===== src/rtl/pc_fetch_gen.sv =====
// pc_fetch_gen: program-counter generator for the front of the pipeline.
// Holds the architectural PC. The PC advances by INC on each accepted fetch,
// and trap and branch/jump redirects override that advance. The block drives
// a valid/ready request to instruction memory and supports halt and resume.
// Optional feature: define PC_ALIGN_CHECK_EN to turn on the redirect-target
// alignment check. A misaligned target then vectors to TRAP_VEC and pulses
// misalign_err.
module pc_fetch_gen #(
  parameter int              XLEN      = 32,
  parameter int              INC       = 4,
  parameter logic [XLEN-1:0] RESET_VEC = 32'h0000_0000,
  parameter logic [XLEN-1:0] TRAP_VEC  = 32'h0000_0100,
  parameter int              CNT_W     = 16
) (
  input  logic             clk,
  input  logic             rst,
  output logic             fetch_valid,
  input  logic             fetch_ready,
  output logic [XLEN-1:0]  fetch_pc,
  output logic [XLEN-1:0]  pc_plus_inc,
  input  logic             redirect_en,
  input  logic [XLEN-1:0]  redirect_pc,
  input  logic             trap_en,
  input  logic             halt,
  output logic [CNT_W-1:0] fetch_cnt,
  output logic             misalign_err
);

  typedef enum logic [1:0] {
    BOOT = 2'd0,
    RUN  = 2'd1,
    HALT = 2'd2
  } state_t;

  state_t            state;
  state_t            state_nxt;
  logic [XLEN-1:0]   pc_nxt;
  logic              accept;
  logic              redir_bad;

  // fetch_valid decodes the state register directly. No input reaches it
  // combinationally.
  assign fetch_valid = (state == RUN);
  assign accept      = fetch_valid && fetch_ready;
  assign pc_plus_inc = fetch_pc + XLEN'(INC);

`ifdef PC_ALIGN_CHECK_EN
  // Low address bits that must be zero for a legal target:
  // [1:0] when INC=4, [0] when INC=2.
  localparam logic [XLEN-1:0] ALIGN_MASK = XLEN'(INC - 1);

  // A trap in the same cycle takes priority, so it suppresses the check.
  assign redir_bad = redirect_en && !trap_en && (|(redirect_pc & ALIGN_MASK));

  // Registered one-cycle error pulse that accompanies the vector to TRAP_VEC.
  always_ff @(posedge clk) begin
    if (rst) misalign_err <= 1'b0;
    else     misalign_err <= redir_bad;
  end
`else
  assign redir_bad    = 1'b0;
  assign misalign_err = 1'b0;
`endif

  // Next-state logic. A trap always forces RUN for one cycle, and halt is
  // evaluated again on the following edge.
  always_comb begin
    // NOTE: giving every always_comb output a default first guarantees that
    // no path leaves it unassigned, so no latch can be inferred.
    state_nxt = state;
    case (state)
      BOOT:    state_nxt = (halt && !trap_en) ? HALT : RUN;
      RUN:     if (halt && !trap_en) state_nxt = HALT;
      HALT:    if (!halt || trap_en) state_nxt = RUN;
      default: state_nxt = BOOT;
    endcase
  end

  // Next-PC selection. The priority order is trap, redirect, accept, hold.
  // A redirect abandons any pending request that was not accepted.
  always_comb begin
    pc_nxt = fetch_pc;
    if (trap_en || redir_bad) pc_nxt = TRAP_VEC;
    else if (redirect_en)     pc_nxt = redirect_pc;
    else if (accept)          pc_nxt = pc_plus_inc;
  end

  // State, PC and saturating accepted-fetch counter. Reset overrides all inputs.
  always_ff @(posedge clk) begin
    // NOTE: sequential state uses non-blocking assignments. Every register
    // then samples pre-edge values, and simulation matches the synthesised
    // flops.
    if (rst) begin
      state     <= BOOT;
      fetch_pc  <= RESET_VEC;
      fetch_cnt <= '0;
    end else begin
      state    <= state_nxt;
      fetch_pc <= pc_nxt;
      if (accept && (fetch_cnt != {CNT_W{1'b1}}))
        fetch_cnt <= fetch_cnt + 1'b1;
    end
  end

endmodule


===== config.mk =====
export PLATFORM = sky130hd
export DESIGN_NAME = pc_fetch_gen
export DESIGN_NICKNAME = d
export VERILOG_FILES = /design/src/rtl/pc_fetch_gen.sv
export SDC_FILE = /design/constraint.sdc
export NUM_CORES = 1
export LEC_CHECK = 0
export BUFFER_PORTS_ARGS = -buffer_cell sky130_fd_sc_hd__buf_4
export CORE_MARGIN = 2
export CORE_UTILIZATION = 30
export CTS_BUF_LIST = sky130_fd_sc_hd__clkbuf_16
export DETAILED_ROUTE_END_ITERATION = 12
export PLACE_DENSITY = 0.59
export SYNTH_ARGS = -nofsm -noshare
export SYNTH_HDL_FRONTEND = slang
export SYNTH_SLANG_ARGS = --single-unit

===== constraint.sdc =====
create_clock -name clk -period 4.5 [get_ports clk]
set_input_delay 0.45 -clock clk [delete_from_list [all_inputs] [get_ports clk]]
set_output_delay 0.45 -clock clk [all_outputs]
set_load 0.02 [all_outputs]

# Yosys cells after proc, flatten, opt, wreduce, memory -nomap -nowiden
# Index checks and enable logic that the tools add are counted.
# totals
register_bits,50
output_inout_bits,82
wordCells,29
# op_classes
n_addsub,2
n_eq_ne,5
muxes,7
n_reduce_logical,11
# op_table
cell,n
32-bit two-way mux,2
"32-bit by 3-bit adder with 32-bit output, second input constant",1
"16-bit by 1-bit adder with 16-bit output, second input constant",1
"16-bit inequality test, second input constant",1
9-bit two-way mux,1
2-bit two-way mux,3
2-bit one-hot mux with 3 select lines,1
1-bit logical AND,3
3-bit nonzero test,1
"2-bit by 1-bit == test with 1-bit output, second input constant",1
"2-bit == test, second input constant",1
1-bit zero test,2
2-bit zero test,1
"2-bit by 1-bit inequality test with 1-bit output, second input constant",1
"2-bit inequality test, second input constant",1
2-bit AND reduction,1
2-bit nonzero test,1
2-bit OR reduction,1
1-bit logical OR,1

# Logic depth before layout (Yosys ltp)
# Gate-level depths: netlist of the first run.
# depth
ltp_word,5
depth_mapped,7
mapped_depth_nobuf,6

# Least setup slack after synthesis of the first run
# OpenSTA, ideal clock, no wires.
# synth_timing
path_type,reg2out
startpoint,register fetch_pc[11]
endpoint,output port pc_plus_inc[27]
arrival_ns,2.050
required_time_ns,4.050
slack_ns,2.000
stages_incl_launch_ff,8
path_buffers,2
path_cell_list,dfxtp_1 buf_2 nand2_2 or4_1 buf_2 nor2_1 nand4_1 xnor2_1
# synth_between
elab_chain_cells,1
# synth_lines
element,line,source
from (decl),19,"output logic [XLEN-1:0] fetch_pc,"
from (signal assigned),99,fetch_pc <= pc_nxt;
32-bit by 3-bit adder with 32-bit output,45,assign pc_plus_inc = fetch_pc + XLEN'(INC);
to (decl),20,"output logic [XLEN-1:0] pc_plus_inc,"
# No other way between the ends.

# Worst setup path in the final report of the first run
# layout_timing
startpoint,register fetch_pc[14]
endpoint,output port pc_plus_inc[24]
# Same word-level chain as after synthesis.

==> reports/metrics.csv, run 1 <==
stage;metric;value;unit
critical_path;ordered cell list for the critical path;nand4_1, or2_2, nor4_1, nand4_1, xnor2_1, buf_4;
critical_path;crit-path most repeated cell;nand4_1;
sta;final hold violations;0;
critical_path;CP max-delay cell;dfxtp_1;
clock_tree;H-tree levels;2;
routing;total number of vias;3132;
sta;Final Critical Period;2.90;ns
routing;top sig layer;met4;
critical_path;CP Capture Type;output pin;
yosys;Mapped Cells;388;
floorplanning;Die Height;105;µm
critical_path;CP startpoint kind;flop;
yosys;Seq/Total Area, Yosys;32.7;%
routing;metal2 WL;4360;µm
routing;met3 wire length;799;µm
sta;period utilisation layout;64.3;%
routing;WL per Instance;15.3;µm
power_and_ir_drop;Leak;1.63;nW
clock_tree;setup bufs post-CTS;0;
critical_path;crit path DAT;2.45;ns
yosys;Synth Cell Area;3060;µm²
finish;Area Growth Syn to Fin;35.7;%
floorplanning;die span in x;105;µm
clock_tree;cts hold-fix bufs;0;
clock_tree;CTS resizes;0;
yosys;YS warnings;0;
finish;ant diodes;0;
outcome;status;completed;
yosys;Mapped Nets;428;
sta;Rel. slew slack;41.0;%
placement;hpwl dp;7240;µm
critical_path;critical path data required time;4.05;ns
clock_tree;Clk Tree Root Cell;clkbuf_16;
grt;first-pass GRT wire length;15500;µm
clock_tree;Clock Tree Buf Depth;2;
yosys;Mapped Avg Cell Area;7.88;µm²
power_and_ir_drop;Power per Cell Area;247;nW/µm²
floorplanning;IO Count;120;
routing;DR vias/cell;5.03;
routing;Antenna Nets Post-Route;0;
routing;routed wire length;9540;µm
grt;initial antenna violation count;0;
sta;post-route setup TNS;0;ns
yosys;async set-reset flop share out of synthesis;0;%
finish;layout cells sized above 1;29.2;%
sta;Worst Tran Pin Value;0.882;ns
clock_tree;clock network latency to the later pin of the worst-skew pair;0.29;ns
placement;Place WS;1.92;ns
finish;Nets;529;
critical_path;Largest stage delay, worst path;0.54;ns
routing;number of remaining DRC errors;0;
yosys;post-synthesis register bit count;50;
placement;input/output buffers;118;
routing;DR iter-0 viols;129;
routing;wire length on met1;4250;µm
sta;FMAX;345;MHz
clock_tree;Reg clk slew, reported paths;0.07;ns
yosys;EDFF count, synth;0;
power_and_ir_drop;Pwr Total;1.03;mW
sta;Min Hold Slack;0.333;ns
grt;vias in the first global route;2981;
clock_tree;CTS tree;yes;
sta;RSZ-0062 raised after global routing;no;
sta;Max Slew Vio Count;0;
yosys;post-synth cell types;46;
grt;pin count of the biggest net entering global routing;27;
floorplanning;Die ar.;11000;µm²
routing;DR pass1 iterations;4;
power_and_ir_drop;Worst VDD drop;0.000143;V
grt;Total GRT Usage;17.2;%
job;Max Cap Viol;0;
hold_path;Hold Crit Class;in -> reg;
floorplanning;initial core utilization;31.1;%
sta;post-route clock skew;0.00774;ns
yosys;Synth Flop Type;dfxtp_1;
placement;RD Place Congestion;0.853;
critical_path;crit path max fanout;9;
sta;Final WS setup;1.60;ns
clock_tree;clock buffer count from CTS;5;
sta;# setup viols final;0;
floorplanning;num rows;36;
grt;Congestion Overflow GR;0;
clock_tree;CTS Sinks;50;
floorplanning;CORE AREA;9820;µm²
critical_path;critical path type;reg -> out;
routing by layer:
| layer | vias to the layer above | GRT usage, % |
|---|---|---|
| li1 | 1556 | - |
| met2 | 111 | 27.3 |
| met4 | 0 | 4.48 |
| met3 | 13 | 5.61 |
| met1 | 1452 | 22.3 |
| met5 | - | 0 |
flip-flops by register name, summed over array words and instances, names as in the netlist, named ones only:
| name | count |
|---|---|
| fetch_pc | 30 |
| fetch_cnt | 16 |
| state | 2 |
layout make-up:
cell class              instances  area (µm²)
well taps                     133         166
inverters                       6        22.5
multi-input cells             306        1910
fillers                      1044        5670
clock inverters                 3        21.3
clock buffers                   5         125
repair buffers                120         901
flip-flops and latches         50        1000
where the power goes:
group          leakage (nW)  switching [mW]  total (mW)  internal [mW]
clock network        0.0714           0.174       0.380          0.207
logic                  1.15          0.0873       0.164         0.0764
registers             0.408          0.0252       0.481          0.456
total                  1.63           0.286        1.03          0.739
kinds of logic (layout without fill, tap and decap cells):
logic type	after synthesis	in the layout	synth area share, %
AOI/OAI and AO/OA	61	61	11.2
adders and majority gates	2	2	0.818
other	1	1	0.123
DFF	50	50	32.7
and+or+nand+nor	171	171	29.7
buffers and inverters	32	134	4.71
muxes	8	8	2.66
xor gates and xnor gates	63	63	18.0
cells in the mapped netlist (7+ instances only):
master / count / share of area [%]
dfxtp_1: 50 / 33
nor2_1: 46 / 5.6
xnor2_1: 39 / 11
a21oi_1: 29 / 4.7
nand2_1: 25 / 3.1
o21ai_0: 25 / 4.1
xor2_1: 24 / 6.9
nand3_1: 23 / 3.8
nand4_1: 20 / 4.1
nor3_1: 17 / 2.8
clkbuf_1: 11 / 1.4
nor4_1: 9 / 1.8
buf_2: 7 / 1.1
mux2i_1: 7 / 2.3
cell usage in the layout, fill, tap and decap left out, types with 2 or more instances in the layout:
cell and instances:
a21oi_1 29, and3_1 3, and4_1 2, buf_4 120
clkbuf_16 5, clkinv_4 2, dfxtp_1 50, ha_1 2
inv_1 6, mux2i_1 7, nand2_1 25, nand3_1 23
nand3_2 2, nand4_1 20, nor2_1 46, nor2b_1 2
nor3_1 17, nor3b_1 3, nor4_1 9, nor4_2 2
o21ai_0 25, or2_2 4, or4_1 3, xnor2_1 39
xor2_1 24
per-stage QoR:
step	instance area [µm²]	util, %	instances
4_1_cts	4150	42.3	623
3_5_place_dp	4000	40.8	615
3_3_place_gp	4000	40.8	615
6_report	4150	42.3	623
2_1_floorplan	3060	-	388
5_1_grt	4150	42.3	623
path summary, 6_finish.rpt:
kind / from / endpoint / slack (ns) / cells after the start
min reg2reg: flop / flop / 0.54 / 2
min: halt / state[0]$_SDFFE_PP0P_ / 0.33 / 2
max: fetch_pc[14]$_SDFFE_PP0P_ / pc_plus_inc[24] / 1.60 / 6
max reg2reg: state[1]$_SDFFE_PP0P_ / fetch_pc[26]$_SDFFE_PP0P_ / 2.13 / 5
worst max-delay path, delay by kind of cell, from the launching register on:
kind / cells / cell delay, ns
and+or+nand+nor: 4 / 1.29
DFF: 1 / 0.54
xor gates and xnor gates: 1 / 0.17
buffers and inverters: 1 / 0.16
(Power assumes the default switching activity.)
==> inputs of run 2 (changes only) <==
Clock period 4.5 ns to 2.87 ns, I/O delays scaled along.
==> run 2 against run 1 <==
- worst setup slack got worse by 1.4 ns
- non-clock buffer count grew 4
- global-route usage fell by 0.19 points
- sequential share of layout area shrank 0.19 points
- largest cell class unchanged
==> reports/metrics.csv, run 2 (synthesis results as in run 1) <==
stage;metric;value;unit;change
outcome;status;completed;;unchanged
floorplanning;Die Height;105;µm;unchanged
power_and_ir_drop;Sw Pwr;467;µW;was 286 µW
floorplanning;CORE AREA;9820;µm²;unchanged
sta;Max Slew Vio Count;0;;unchanged
finish;max reg flops;30;;unchanged
power_and_ir_drop;Worst VDD drop;0.000227;V;was 0.000143 V
routing;met3 wire length;774;µm;was 799 µm
hold_path;WHS Endpoint;state[0]$_SDFFE_PP0P_;;unchanged
grt;Total GRT Usage;17.0;%;was 17.2%
grt;Congestion Overflow GR;0;;unchanged
finish;Nets;533;;was 529
routing;total number of vias;3095;;was 3,132
power_and_ir_drop;Pwr Total;1.63;mW;was 1.03 mW
routing;WL per Instance;15.3;µm;about the same
floorplanning;Die ar.;11000;µm²;unchanged
critical_path;CP Capture Type;output pin;;unchanged
finish;Top Registers;fetch_pc x30, fetch_cnt x16, state x2;;unchanged
critical_path;Largest stage delay, worst path;0.54;ns;about the same
clock_tree;CTS tree;yes;;unchanged
power_and_ir_drop;Leak;1.65;nW;was 1.63 nW
hold_path;hold path depth;2;;unchanged
finish;layout cells sized above 1;30.0;%;was 29.2%
critical_path;R2R Path End;fetch_pc[18]$_SDFFE_PP0P_;;was fetch_pc[26]$_SDFFE_PP0P_
critical_path;CP startpoint kind;flop;;unchanged
sta;period utilisation layout;94.2;%;
routing;wire length on met1;4330;µm;was 4250 µm
placement;placed cell count;619;;was 615
sta;post-route setup TNS;0;ns;unchanged
placement;RD Place Congestion;0.872;;was 0.853
sta;post-route clock skew;0.00551;ns;was 0.00774 ns
routing;metal2 WL;4380;µm;was 4360 µm
clock_tree;Clock Tree Buf Depth;2;;unchanged
critical_path;critical path's top delay family;simple AND/OR/NAND/NOR gates;;unchanged
clock_tree;clock network latency to the later pin of the worst-skew pair;0.30;ns;was 0.29 ns
power_and_ir_drop;clock network power share;37.9;%;was 37.1%
power_and_ir_drop;Sw Share;28.6;%;was 27.9%
routing;routed wire length;9570;µm;was 9540 µm
placement;hpwl dp;7300;µm;was 7240 µm
critical_path;R2R depth;6;;was 5
floorplanning;die span in x;105;µm;unchanged
routing;top sig layer;met4;;unchanged
critical_path;CP max-delay cell;dfxtp_1;;unchanged
clock_tree;Clk Tree Root Cell;clkbuf_16;;unchanged
job;Max Cap Viol;0;;unchanged
floorplanning;IO Count;120;;unchanged
sta;final hold violations;0;;unchanged
critical_path;critical path type;reg -> out;;unchanged
finish;Finished Layout Cells;627;;was 623
finish;ant diodes;0;;unchanged
grt;pin count of the biggest net entering global routing;37;;was 27
sta;Rel. slew slack;55.8;%;was 41.0%
grt;vias in the first global route;2919;;was 2,981
grt;first-pass GRT wire length;15100;µm;was 15,500 µm
routing;number of remaining DRC errors;0;;unchanged
finish;most frequent cells in the layout;124 x buf_4, 50 x dfxtp_1, 46 x nor2_1;;was 120 x buf_4, 50 x dfxtp_1, 46 x nor2_1
power_and_ir_drop;Seq pwr share;46.2;%;was 46.9%
placement;Place WS;0.486;ns;was 1.92 ns
power_and_ir_drop;Combinational Power Share;15.9;%;was 16.0%
sta;FMAX;370;MHz;
sta;Worst Tran Pin Value;0.657;ns;was 0.882 ns
sta;RSZ-0062 raised after global routing;no;;unchanged
finish;most common cell after layout, fill and taps aside;buf_4;;unchanged
hold_path;worst min-delay path startpoint;halt;;unchanged
power_and_ir_drop;cell internal pwr;1.17;mW;was 739 µW
clock_tree;CTS Sinks;50;;unchanged
routing;Antenna Nets Post-Route;0;;unchanged
routing;DR vias/cell;4.94;;was 5.03
clock_tree;setup bufs post-CTS;0;;unchanged
critical_path;R2R Path Start;fetch_pc[2]$_SDFFE_PP0P_;;was state[1]$_SDFFE_PP0P_
floorplanning;initial core utilization;31.1;%;unchanged
power_and_ir_drop;Power per Cell Area;390;nW/µm²;was 247 nW/µm²
clock_tree;clock buffer count from CTS;5;;unchanged
critical_path;CP Buf/Inv Count;1;;unchanged
clock_tree;CTS resizes;0;;unchanged
critical_path;crit path max fanout;9;;unchanged
routing;DR pass1 iterations;4;;unchanged
critical_path;crit path DAT;2.42;ns;was 2.45 ns
routing;DR iter-0 viols;148;;was 129
clock_tree;H-tree levels;2;;unchanged
sta;# setup viols final;0;;unchanged
critical_path;crit-path most repeated cell;nand4_1;;unchanged
placement;input/output buffers;118;;unchanged
finish;Area Growth Syn to Fin;36.8;%;was 35.7%
grt;initial antenna violation count;0;;unchanged
sta;Final WS setup;0.167;ns;was 1.60 ns
hold_path;Hold Crit Class;in -> reg;;unchanged
finish;Top reg by flops;fetch_pc;;unchanged
clock_tree;Reg clk slew, reported paths;0.07;ns;about the same
critical_path;ordered cell list for the critical path;nand4_1, or2_2, nor4_1, nand4_1, xnor2_1, buf_4;;unchanged
floorplanning;num rows;36;;unchanged
critical_path;critical path data required time;2.58;ns;was 4.05 ns
sta;Final Critical Period;2.70;ns;
clock_tree;cts hold-fix bufs;0;;unchanged
critical_path;flop-to-flop setup slack;0.85;ns;was 2.13 ns
[run 2: cell types whose count changed in the layout (fill, tap and decap cells not counted), sizes merged]
| cell | before | now |
|---|---|---|
| buf | 120 | 124 |
| clkinv | 3 | 1 |
| clkinvlp | 0 | 1 |
| inv | 6 | 7 |
[run 2: area by class of cell]
type	count	area [µm²]
clock inverters	3	25.0
clock buffers	5	125
inverters	6	22.5
multi-input cells	306	1910
flip-flops and latches	50	1000
repair buffers	124	931
well taps	133	166
fillers	1025	5640
[run 2: routing by layer]
metal	GRT usage, %	vias up
met4	4.38	0
met1	22.1	1415
met5	0	-
li1	-	1570
met2	27.7	102
met3	4.68	8
[run 2: power groups by stage]
stage | sequential (mW) | clock [mW] | combinational, mW
after detailed placement | 0.770 | 0 | 0.262
after global routing | 0.759 | 0.660 | 0.280
after floorplan | 0.779 | 0 | 0.125
after CTS | 0.753 | 0.636 | 0.263
after global placement | 0.768 | 0 | 0.261
final | 0.754 | 0.619 | 0.260
[run 2: through the flow]
step / instance area, µm² / hold slack (ns) / utilization (%)
after floorplan: 3060 / 0.363 / -
after global placement: 4030 / 0.475 / 41.1
after detailed placement: 4030 / 0.480 / 41.1
after CTS: 4180 / 0.160 / 42.6
after global routing: 4180 / 0.169 / 42.6
final: 4180 / 0.167 / 42.6
[run 2: worst max path at each step]
stage / cells past startpoint / from / end
global route: 6 / fetch_pc[14]$_SDFFE_PP0P_ / pc_plus_inc[24]
global placement: 6 / fetch_pc[14]$_SDFFE_PP0P_ / pc_plus_inc[24]
CTS: 6 / fetch_pc[14]$_SDFFE_PP0P_ / pc_plus_inc[24]
floorplan: 7 / fetch_pc[11]$_SDFFE_PP0P_ / pc_plus_inc[27]
detailed placement: 6 / fetch_pc[14]$_SDFFE_PP0P_ / pc_plus_inc[24]
finish: 6 / fetch_pc[14]$_SDFFE_PP0P_ / pc_plus_inc[24]
==> inputs of run 3 (changes only) <==
--- a/config.mk
+++ b/config.mk
@@ -8,2 +8,3 @@
 export BUFFER_PORTS_ARGS = -buffer_cell sky130_fd_sc_hd__buf_4
+export CAP_MARGIN = 20
 export CORE_MARGIN = 2
--- a/constraint.sdc
+++ b/constraint.sdc
@@ -3,2 +3,2 @@
 set_output_delay 0.287 -clock clk [all_outputs]
-set_load 0.02 [all_outputs]
+set_load 0.1 [all_outputs]
==> run 3 against run 2 <==
- register-to-register slack worse by 0.06 ns
- largest power group unchanged
- critical endpoint is now pc_plus_inc[18]
- total power up 16%
- sequential power is essentially flat
- clock power fell by 0.6%
- non-clock buffer count grew 3
- largest cell class unchanged
==> reports/metrics.csv, run 3 (synthesis results as in run 1) <==
stage;metric;value;unit;change
grt;Total GRT Usage;18.0;%;was 17.0%
placement;placed cell count;622;;was 619
routing;routed wire length;9760;µm;was 9570 µm
critical_path;CP startpoint kind;flop;;unchanged
placement;hpwl dp;7480;µm;was 7300 µm
grt;initial antenna violation count;0;;unchanged
routing;top sig layer;met4;;unchanged
sta;Final Critical Period;2.72;ns;was 2.70 ns
power_and_ir_drop;Leak;1.86;nW;was 1.65 nW
critical_path;R2R depth;6;;unchanged
finish;Final Util;46.8;%;was 42.6%
clock_tree;cts hold-fix bufs;0;;unchanged
finish;Finished Layout Cells;630;;was 627
critical_path;crit path DAT;2.44;ns;was 2.42 ns
critical_path;R2R Path Start;fetch_pc[2]$_SDFFE_PP0P_;;unchanged
clock_tree;Clk Tree Root Cell;clkbuf_16;;unchanged
routing;WL per Instance;15.5;µm;was 15.3 µm
routing;DR pass1 iterations;4;;unchanged
power_and_ir_drop;Worst VDD drop;0.000275;V;was 0.000227 V
floorplanning;initial core utilization;31.1;%;unchanged
power_and_ir_drop;Sw Share;38.0;%;was 28.6%
clock_tree;Reg clk slew, reported paths;0.08;ns;was 0.07 ns
critical_path;CP Capture Type;output pin;;unchanged
hold_path;Hold Crit Class;in -> reg;;unchanged
finish;Top reg by flops;fetch_pc;;unchanged
finish;Area Growth Syn to Fin;50.2;%;was 36.8%
sta;post-route clock skew;0.00830;ns;was 0.00551 ns
grt;first-pass GRT wire length;16200;µm;was 15,100 µm
grt;pin count of the biggest net entering global routing;26;;was 37
routing;total number of vias;3130;;was 3,095
placement;RD Place Congestion;0.867;;was 0.872
critical_path;CP Buf/Inv Count;1;;unchanged
critical_path;critical path type;reg -> out;;unchanged
floorplanning;CORE AREA;9820;µm²;unchanged
power_and_ir_drop;Seq pwr share;40.0;%;was 46.2%
finish;Final Cell Area;4590;µm²;was 4180 µm²
critical_path;ordered cell list for the critical path;ha_1, and3_1, nand4_1, nor2_1, xor2_2, buf_4;;was nand4_1, or2_2, nor4_1, nand4_1, xnor2_1, buf_4
critical_path;R2R Path End;fetch_pc[20]$_SDFFE_PP0P_;;was fetch_pc[18]$_SDFFE_PP0P_
routing;metal2 WL;4430;µm;was 4380 µm
sta;period utilisation layout;94.9;%;was 94.2%
clock_tree;Clock Tree Buf Depth;2;;unchanged
finish;most common cell after layout, fill and taps aside;buf_4;;unchanged
hold_path;worst min-delay path startpoint;trap_en;;was halt
clock_tree;CTS resizes;0;;unchanged
power_and_ir_drop;cell internal pwr;1.17;mW;about the same
routing;number of remaining DRC errors;0;;unchanged
placement;Placed Instance Area;4420;µm²;was 4030 µm²
floorplanning;die span in x;105;µm;unchanged
sta;Rel. slew slack;52.2;%;was 55.8%
power_and_ir_drop;Combinational Power Share;27.5;%;was 15.9%
clock_tree;CTS tree;yes;;unchanged
grt;vias in the first global route;3115;;was 2,919
sta;Worst Tran Pin Value;0.710;ns;was 0.657 ns
finish;most frequent cells in the layout;127 x buf_4, 44 x nor2_1, 29 x a21oi_1;;was 124 x buf_4, 50 x dfxtp_1, 46 x nor2_1
routing;DR vias/cell;4.97;;was 4.94
power_and_ir_drop;clock network power share;32.5;%;was 37.9%
sta;final hold violations;0;;unchanged
critical_path;flop-to-flop setup slack;0.79;ns;was 0.85 ns
sta;# setup viols final;0;;unchanged
sta;Max Slew Vio Count;0;;unchanged
routing;DR iter-0 viols;127;;was 148
routing;Antenna Nets Post-Route;0;;unchanged
floorplanning;IO Count;120;;unchanged
finish;Top Registers;fetch_pc x30, fetch_cnt x16, state x2;;unchanged
clock_tree;clock network latency to the later pin of the worst-skew pair;0.29;ns;was 0.30 ns
outcome;status;completed;;unchanged
finish;max reg flops;30;;unchanged
floorplanning;Die Height;105;µm;unchanged
hold_path;hold path depth;2;;unchanged
clock_tree;H-tree levels;2;;unchanged
finish;layout cells sized above 1;42.3;%;was 30.0%
critical_path;critical path's top delay family;simple AND/OR/NAND/NOR gates;;unchanged
clock_tree;CTS Sinks;50;;unchanged
critical_path;Largest stage delay, worst path;0.43;ns;was 0.54 ns
sta;Min Hold Slack;0.176;ns;was 0.167 ns
job;Max Cap Viol;0;;unchanged
floorplanning;Die ar.;11000;µm²;unchanged
critical_path;critical path data required time;2.58;ns;about the same
routing;met3 wire length;619;µm;was 774 µm
critical_path;CP max-delay cell;nand4_1;;was dfxtp_1
placement;input/output buffers;118;;unchanged
hold_path;WHS Endpoint;state[1]$_SDFFE_PP0P_;;was state[0]$_SDFFE_PP0P_
floorplanning;num rows;36;;unchanged
clock_tree;setup bufs post-CTS;0;;unchanged
sta;FMAX;367;MHz;was 370 MHz
critical_path;crit path max fanout;8;;was 9
routing;wire length on met1;4620;µm;was 4330 µm
power_and_ir_drop;Power per Cell Area;412;nW/µm²;was 390 nW/µm²
grt;Congestion Overflow GR;0;;unchanged
finish;ant diodes;0;;unchanged
power_and_ir_drop;Sw Pwr;718;µW;was 467 µW
clock_tree;clock buffer count from CTS;5;;unchanged
finish;Nets;536;;was 533
[run 3: how the worst max path moves through the flow]
stage	start	endpoint	slack (ns)	cells past startpoint
floorplan	fetch_pc[6]$_SDFFE_PP0P_	pc_plus_inc[22]	-0.01	5
global placement	fetch_pc[14]$_SDFFE_PP0P_	pc_plus_inc[24]	0.40	6
detailed placement	fetch_pc[14]$_SDFFE_PP0P_	pc_plus_inc[24]	0.37	6
CTS	fetch_pc[14]$_SDFFE_PP0P_	pc_plus_inc[24]	0.03	6
global route	fetch_pc[14]$_SDFFE_PP0P_	pc_plus_inc[24]	-0.0001	6
finish	fetch_pc[2]$_SDFFE_PP0P_	pc_plus_inc[18]	0.15	6
[run 3: layout make-up]
cell class / instances / area (µm²)
inverters: 6 / 22.5
well taps: 133 / 166
clock inverters: 3 / 22.5
multi-input cells: 306 / 2230
fillers: 986 / 5230
flip-flops and latches: 50 / 1070
clock buffers: 5 / 125
repair buffers: 127 / 953
[run 3: layer usage]
layer / vias to the layer above / global-route usage (%)
met1: 1453 / 25.0
met3: 8 / 3.31
li1: 1572 / -
met2: 97 / 29.1
met4: 0 / 3.71
met5: - / 0
[run 3: stage by stage]
stage	setup TNS [ns]	worst slack, ns	power (mW)
6_report	0	0.147	1.89
5_1_grt	-0.000125	-0.000125	1.97
4_1_cts	0	0.0339	1.92
3_5_place_dp	0	0.366	1.30
3_3_place_gp	0	0.399	1.29
2_1_floorplan	-0.0195	-0.0144	1.17
[run 3: power by group through the flow]
stage,sequential [mW],clock (mW),combinational (mW)
floorplan,0.901,0,0.265
global placement,0.770,0,0.522
detailed placement,0.773,0,0.524
CTS,0.757,0.635,0.525
global route,0.763,0.666,0.543
finish,0.757,0.615,0.521
